### src/rtl/ascii_pkg.sv
// ============================================================================
// Module   : ascii_pkg
// Brief    : Shared store-size encodings, drain FSM states and helpers for
//            the ASCII text store path.
// Revision : 1.0
// ============================================================================
`default_nettype none

package ascii_pkg;

    localparam logic [1:0] SIZE_NONE = 2'b00;
    localparam logic [1:0] SIZE_BYTE = 2'b01;
    localparam logic [1:0] SIZE_HALF = 2'b10;
    localparam logic [1:0] SIZE_WORD = 2'b11;

    typedef enum logic [0:0] {
        Q_IDLE = 1'b0,
        Q_EMIT = 1'b1
    } q_state_t;

    // Index of the final character a store of the given size produces.
    function automatic logic [1:0] last_index(input logic [1:0] size);
        case (size)
            SIZE_HALF: last_index = 2'd1;
            SIZE_WORD: last_index = 2'd3;
            default:   last_index = 2'd0;
        endcase
    endfunction

endpackage

`default_nettype wire

### src/rtl/sync_fifo.sv
// ============================================================================
// Module   : sync_fifo
// Brief    : Synchronous FIFO using circular pointers with an extra wrap bit.
// Revision : 1.0
// ============================================================================
`default_nettype none

module sync_fifo #(
    parameter int WIDTH = 8,
    parameter int DEPTH = 8
) (
    input  logic                     clk,
    input  logic                     rst,
    input  logic                     push_i,
    input  logic                     pop_i,
    input  logic [WIDTH-1:0]         wdata_i,
    output logic [WIDTH-1:0]         rdata_o,
    output logic                     full_o,
    output logic                     empty_o,
    output logic [$clog2(DEPTH):0]   count_o
);

    localparam int AW = $clog2(DEPTH);

    logic [WIDTH-1:0] mem_q [DEPTH];
    logic [AW:0]      wr_ptr_q;
    logic [AW:0]      rd_ptr_q;
    logic             push_ok;
    logic             pop_ok;

    // Same slot index with differing wrap bits means the pointers are a lap apart.
    assign full_o  = (wr_ptr_q[AW] != rd_ptr_q[AW]) && (wr_ptr_q[AW-1:0] == rd_ptr_q[AW-1:0]);
    assign empty_o = (wr_ptr_q == rd_ptr_q);
    assign count_o = wr_ptr_q - rd_ptr_q;
    assign rdata_o = mem_q[rd_ptr_q[AW-1:0]];

    assign push_ok = push_i && !full_o;
    assign pop_ok  = pop_i && !empty_o;

    always_ff @(posedge clk) begin
        if (rst) begin
            wr_ptr_q <= '0;
            rd_ptr_q <= '0;
        end else begin
            if (push_ok) wr_ptr_q <= wr_ptr_q + 1'b1;
            if (pop_ok)  rd_ptr_q <= rd_ptr_q + 1'b1;
        end
    end

    always_ff @(posedge clk) begin
        if (push_ok) mem_q[wr_ptr_q[AW-1:0]] <= wdata_i;
    end

endmodule

`default_nettype wire

### src/rtl/ascii_store_queue.sv
// ============================================================================
// Module   : ascii_store_queue
// Brief    : Queues byte/half/word character stores and drains them as
//            single-character writes to the ASCII text buffer.
// Revision : 1.0
// ============================================================================
`default_nettype none

module ascii_store_queue
    import ascii_pkg::*;
#(
    parameter int WORD_SIZE  = 32,
    parameter int ADDR_WIDTH = 13,
    parameter int DEPTH      = 8
) (
    input  logic                  clk,
    input  logic                  rst,
    input  logic                  in_valid,
    output logic                  in_ready,
    input  logic [1:0]            in_size,
    input  logic [ADDR_WIDTH-1:0] in_address,
    input  logic [WORD_SIZE-1:0]  in_data,
    output logic                  out_write_en,
    input  logic                  out_ready,
    output logic [ADDR_WIDTH-1:0] out_address,
    output logic [7:0]            out_char,
    output logic                  full,
    output logic                  busy,
    output logic                  overflow_error
);

    localparam int EW = 2 + ADDR_WIDTH + WORD_SIZE;

    logic                    push;
    logic                    pop;
    logic                    empty;
    logic [$clog2(DEPTH):0]  count;
    logic [EW-1:0]           head;
    logic [1:0]              head_size;
    logic [ADDR_WIDTH-1:0]   head_addr;
    logic [WORD_SIZE-1:0]    head_data;

    q_state_t                state_q,  state_d;
    logic [1:0]              size_q,   size_d;
    logic [ADDR_WIDTH-1:0]   base_q,   base_d;
    logic [WORD_SIZE-1:0]    data_q,   data_d;
    logic [1:0]              idx_q,    idx_d;
    logic                    overflow_q;

    // Size-none stores are acknowledged but never occupy a FIFO slot.
    assign push     = in_valid && !full && (in_size != SIZE_NONE);
    assign in_ready = !full;

    sync_fifo #(
        .WIDTH (EW),
        .DEPTH (DEPTH)
    ) u_fifo (
        .clk     (clk),
        .rst     (rst),
        .push_i  (push),
        .pop_i   (pop),
        .wdata_i ({in_size, in_address, in_data}),
        .rdata_o (head),
        .full_o  (full),
        .empty_o (empty),
        .count_o (count)
    );

    assign {head_size, head_addr, head_data} = head;

    always_comb begin
        state_d = state_q;
        size_d  = size_q;
        base_d  = base_q;
        data_d  = data_q;
        idx_d   = idx_q;
        pop     = 1'b0;
        case (state_q)
            Q_IDLE: begin
                if (!empty) begin
                    pop     = 1'b1;
                    size_d  = head_size;
                    base_d  = head_addr;
                    data_d  = head_data;
                    idx_d   = 2'd0;
                    state_d = Q_EMIT;
                end
            end
            Q_EMIT: begin
                if (out_ready) begin
                    if (idx_q == last_index(size_q)) begin
                        // Chain straight into the next store to avoid a bubble.
                        if (!empty) begin
                            pop    = 1'b1;
                            size_d = head_size;
                            base_d = head_addr;
                            data_d = head_data;
                            idx_d  = 2'd0;
                        end else begin
                            state_d = Q_IDLE;
                        end
                    end else begin
                        idx_d = idx_q + 2'd1;
                    end
                end
            end
            default: state_d = Q_IDLE;
        endcase
    end

    always_ff @(posedge clk) begin
        if (rst) begin
            state_q    <= Q_IDLE;
            size_q     <= SIZE_NONE;
            base_q     <= '0;
            data_q     <= '0;
            idx_q      <= 2'd0;
            overflow_q <= 1'b0;
        end else begin
            state_q    <= state_d;
            size_q     <= size_d;
            base_q     <= base_d;
            data_q     <= data_d;
            idx_q      <= idx_d;
            overflow_q <= overflow_q | (in_valid & full);
        end
    end

    assign out_write_en   = (state_q == Q_EMIT);
    assign out_address    = out_write_en ? (base_q + ADDR_WIDTH'(idx_q)) : '0;
    assign out_char       = out_write_en ? data_q[{idx_q, 3'b000} +: 8] : 8'h00;
    assign busy           = (count != '0) || (state_q != Q_IDLE);
    assign overflow_error = overflow_q;

endmodule

`default_nettype wire

### config.mk
export PLATFORM = sky130hd
export DESIGN_NAME = ascii_store_queue
export DESIGN_NICKNAME = d
export VERILOG_FILES = /design/src/rtl/ascii_pkg.sv /design/src/rtl/sync_fifo.sv /design/src/rtl/ascii_store_queue.sv
export SDC_FILE = /design/constraint.sdc
export NUM_CORES = 1
export LEC_CHECK = 0
export ABC_CLOCK_PERIOD_IN_PS = 11970
export CORE_ASPECT_RATIO = 0.75
export CORE_MARGIN = 2
export CORE_UTILIZATION = 37
export CTS_CLUSTER_SIZE = 28
export DETAILED_ROUTE_END_ITERATION = 8
export GPL_TIMING_DRIVEN = 0
export MAX_ROUTING_LAYER = met4
export SYNTH_ARGS = -nofsm -noshare
export SYNTH_HDL_FRONTEND = slang
export SYNTH_HIERARCHICAL = 1
export SYNTH_SLANG_ARGS = --single-unit
export TNS_END_PERCENT = 100
### constraint.sdc
create_clock -name clk -period 11.97 [get_ports clk]
set_input_delay 2.394 -clock clk [delete_from_list [all_inputs] [get_ports clk]]
set_output_delay 2.394 -clock clk [all_outputs]
set_load 0.02 [all_outputs]
==> flow_metrics.py <==
metrics = {
    "status": {
        "status": "completed",
    },
    "clock_network": {
        "cts_inserted_buffers": 42,
        "cts.htree.levels": 2,
        "clkTransAtPathRegs_ns": 0.06,
        "cts_hold_buf": 0,
        "clock_sink_count": 438,
        "ctsResizeCount": 0,
        "cts_tree": "yes",
        "root_buffer": "clkbuf_16",
        "clk_path_buf_depth": 3,
        "clock_latency_ns": 0.55,
        "cts_setup_buffers": 0,
    },
    "setup_path": {
        "crit_chain": "inv_1 > ha_1 > fa_1 > inv_1 > nor4_1 > nand2_1 > clkdlybuf4s50_1",
        "critPathKind": "flop to output port",
        "worstRegToRegCells": 11,
        "reg2reg_from": "u_fifo/wr_ptr_q[0]",
        "worstSetupEndpointType": "output port",
        "required_ns": 9.58,
        "cp-start-kind": "flop",
        "arrival_ns": 3.19,
        "path_common_cell": "inv_1",
        "path_delay_family": "buffers and inverters",
        "regToRegSetupSlack_ns": 8.16,
        "max_stage_delay_ns": 0.61,
        "slowest_stage": "clkdlybuf4s50_1",
        "r2r_end": "u_fifo/mem_q[2][3]",
        "crit_fanout": 6,
        "critPathBufInv": 3,
    },
    "synth": {
        "synth-edff-count": 376,
        "yosysTopAreaCell": "edfxtp_1",
        "netlist_area_um2": 17600,
        "avgSynthCellArea_um2": 19.3,
        "async_flop_share_pct": 0,
        "yosys_warnings": 6,
        "ys_seq_elements": 438,
        "synth_area_leaders": "edfxtp_1 (64%), mux4_2 (13%), dfxtp_1 (7.0%)",
        "synth_top_area_share_pct": 64.0,
        "syn_nets": 973,
        "yosysUniqueCellTypes": 38,
        "ys.flop_type": "edfxtp_1",
        "syn-instance-count": 913,
        "ys_seq_area_share_pct": 71.1,
    },
    "die": {
        "core_um2": 47200,
        "pin_count": 77,
        "die-area_um2": 49400,
        "die_w_um": 256,
        "fp.dieH_um": 193,
        "placement_rows": 69,
        "start_util_pct": 37.3,
    },
    "layout": {
        "instances_no_fill": 1746,
        "layout-drive-gt1-share_pct": 25.8,
        "stdcell_area_um2": 21100,
        "fillers": 4092,
        "area_delta_synth_final_pct": 19.7,
        "nets": 1131,
    },
    "grt": {
        "grt_pass1_wl_um": 58500,
        "grt_pass1_vias": 9109,
        "grt-ovfl-total": 0,
        "antenna_found_initial": 2,
        "track_usage_pct": 16.4,
        "grt_max_degree": 24,
    },
    "placed_design": {
        "routabilityCongestion": 0.809,
        "numPlacedInstances": 1666,
        "io_buffer_count": 76,
        "postPlaceCellArea_um2": 19700,
        "hpwl_um": 26200,
    },
    "power": {
        "ir_drop_mv": 0.106,
        "p_per_area_nw_per_um2": 180,
        "power.total_mw": 3.79,
        "power_leakage_nw": 6.71,
    },
    "sta": {
        "drv_slew": 0,
        "holdWs_ns": 0.469,
        "worstMarginPinSlew_ns": 1.09,
        "max_slew_margin_pct": 27.0,
        "fin_skew_ns": 0.0130,
        "final.setup.tns_ns": 0,
        "fmax_ghz": 0.179,
        "finalHoldViolCount": 0,
        "setup-violations-final": 0,
        "grt_setup_unrepaired": "no",
        "period_share_pct": 46.7,
        "period_needed_ns": 5.58,
    },
    "detailed_routing": {
        "drcViolationCount": 0,
        "routed_wl_um": 38800,
        "drt_pass1_iterations": 5,
        "vias": 8728,
        "vias_per_cell": 5.00,
        "ant_nets": 0,
        "wl_per_cell_um": 22.2,
        "drt-initial-drc-count": 698,
    },
    "flow_run": {
        "maxCapViolCount": 0,
    },
    "hold_path": {
        "hold_path_depth": 2,
        "hold-path-endpoint": "overflow_error",
        "hp-start": "overflow_error",
        "hp-class": "flop to flop",
    },
}
==> report_power, final <==
part	total [mW]	internal (mW)	switching, mW	leakage [nW]
Combinational	0.651	0.335	0.316	2.11
Clock	1.35	0.799	0.553	0.687
Sequential	1.79	1.74	0.0551	3.91
==> layer usage <==
layer / wire length (um) / GRT usage (%)
met1: 18800 / 23.7
met2: 17200 / 24.2
met3: 2210 / 3.02
met4: 569 / 4.12
met5: 0 / -
==> worst reg2reg max path, stage by stage (launching register included) <==
cell     delay [ns]
dfxtp_1        0.47
inv_1          0.17
ha_1           0.36
nand3_1        0.26
nor2_1         0.25
inv_1          0.14
o211a_1        0.26
o21ai_2        0.18
nor3_2         0.82
buf_8          0.25
buf_6          0.18
buf_6          0.18
==> cells in the mapped netlist (5+ instances only) <==
cell type,instances
edfxtp_1,376
mux4_2,102
nand2b_1,94
dfxtp_1,62
mux2i_1,49
mux2_2,47
nor2_1,31
clkbuf_1,23
buf_2,12
xnor2_1,12
and2_1,11
inv_1,10
a21oi_1,9
xor2_1,8
buf_6,7
ha_1,7
nand2_1,7
nand4_1,6
nor3_1,6
buf_8,5
==> cell families after synthesis <==
| family | after synthesis | share of synthesized area (%) |
|---|---|---|
| AOI/OAI and AO/OA | 20 | 0.887 |
| xor gates and xnor gates | 21 | 1.09 |
| adders and majority gates | 9 | 0.724 |
| buffers and inverters | 57 | 1.92 |
| DFF | 438 | 71.1 |
| muxes | 198 | 18.8 |
| and+or+nand+nor | 170 | 5.51 |
==> area by class of cell <==
| type | count | area, um^2 | share of cell area, % |
|---|---|---|---|
| Antenna cell | 3 | 7.51 | 0.0356 |
| Buffer | 47 | 300 | 1.42 |
| Tap cell | 639 | 800 | 3.79 |
| Clock inverter | 21 | 221 | 1.05 |
| Inverter | 10 | 37.5 | 0.178 |
| Multi-Input combinational cell | 418 | 4820 | 22.8 |
| Sequential cell | 438 | 12500 | 59.4 |
| Timing Repair Buffer | 114 | 1220 | 5.77 |
| Clock buffer | 56 | 1180 | 5.58 |
==> worst max path at each step <==
stage	startpoint	endpoint	slack, ns	cells past startpoint
2_1_floorplan	in_size[1]	u_fifo/mem_q[0][0]	4.20	3
3_3_place_gp	in_size[1]	u_fifo/mem_q[0][12]	-1.52	4
3_5_place_dp	in_size[1]	u_fifo/mem_q[2][17]	6.53	7
4_1_cts	u_fifo/wr_ptr_q[0]	busy	6.37	7
5_1_grt	u_fifo/wr_ptr_q[0]	busy	6.14	7
6_report	u_fifo/wr_ptr_q[0]	busy	6.39	7
==> placed cells by master, fill, tap and decap left out, types with 9 or more instances in the layout <==
master and instances:
clkdlybuf4s50_1 76, and2_1 11, mux2_2 47, inv_1 10
edfxtp_1 376, xnor2_1 12, mux4_2 102, buf_8 9
clkbuf_16 45, dfxtp_1 62, nand2b_1 94, buf_2 12
clkbuf_1 33, mux2i_1 49, nor2_1 29, buf_4 14
buf_6 21
==> state kept, by name (all words and copies together) (netlist names), named ones only <==
name	count
base_q	13
size_q	2
data_q	32
u_fifo/mem_q	376
u_fifo/rd_ptr_q	4
overflow_error	1
idx_q	2
out_write_en	1
u_fifo/wr_ptr_q	4
==> stage by stage <==
step                utilization (%)  worst slack, ns
floorplan                         -             4.20
finish                         44.7             6.39
global placement               40.6            -1.52
detailed placement             41.7             6.53
global route                   44.7             6.14
CTS                            44.7             6.37
No activity file was read; power rests on OpenSTA's default activity.
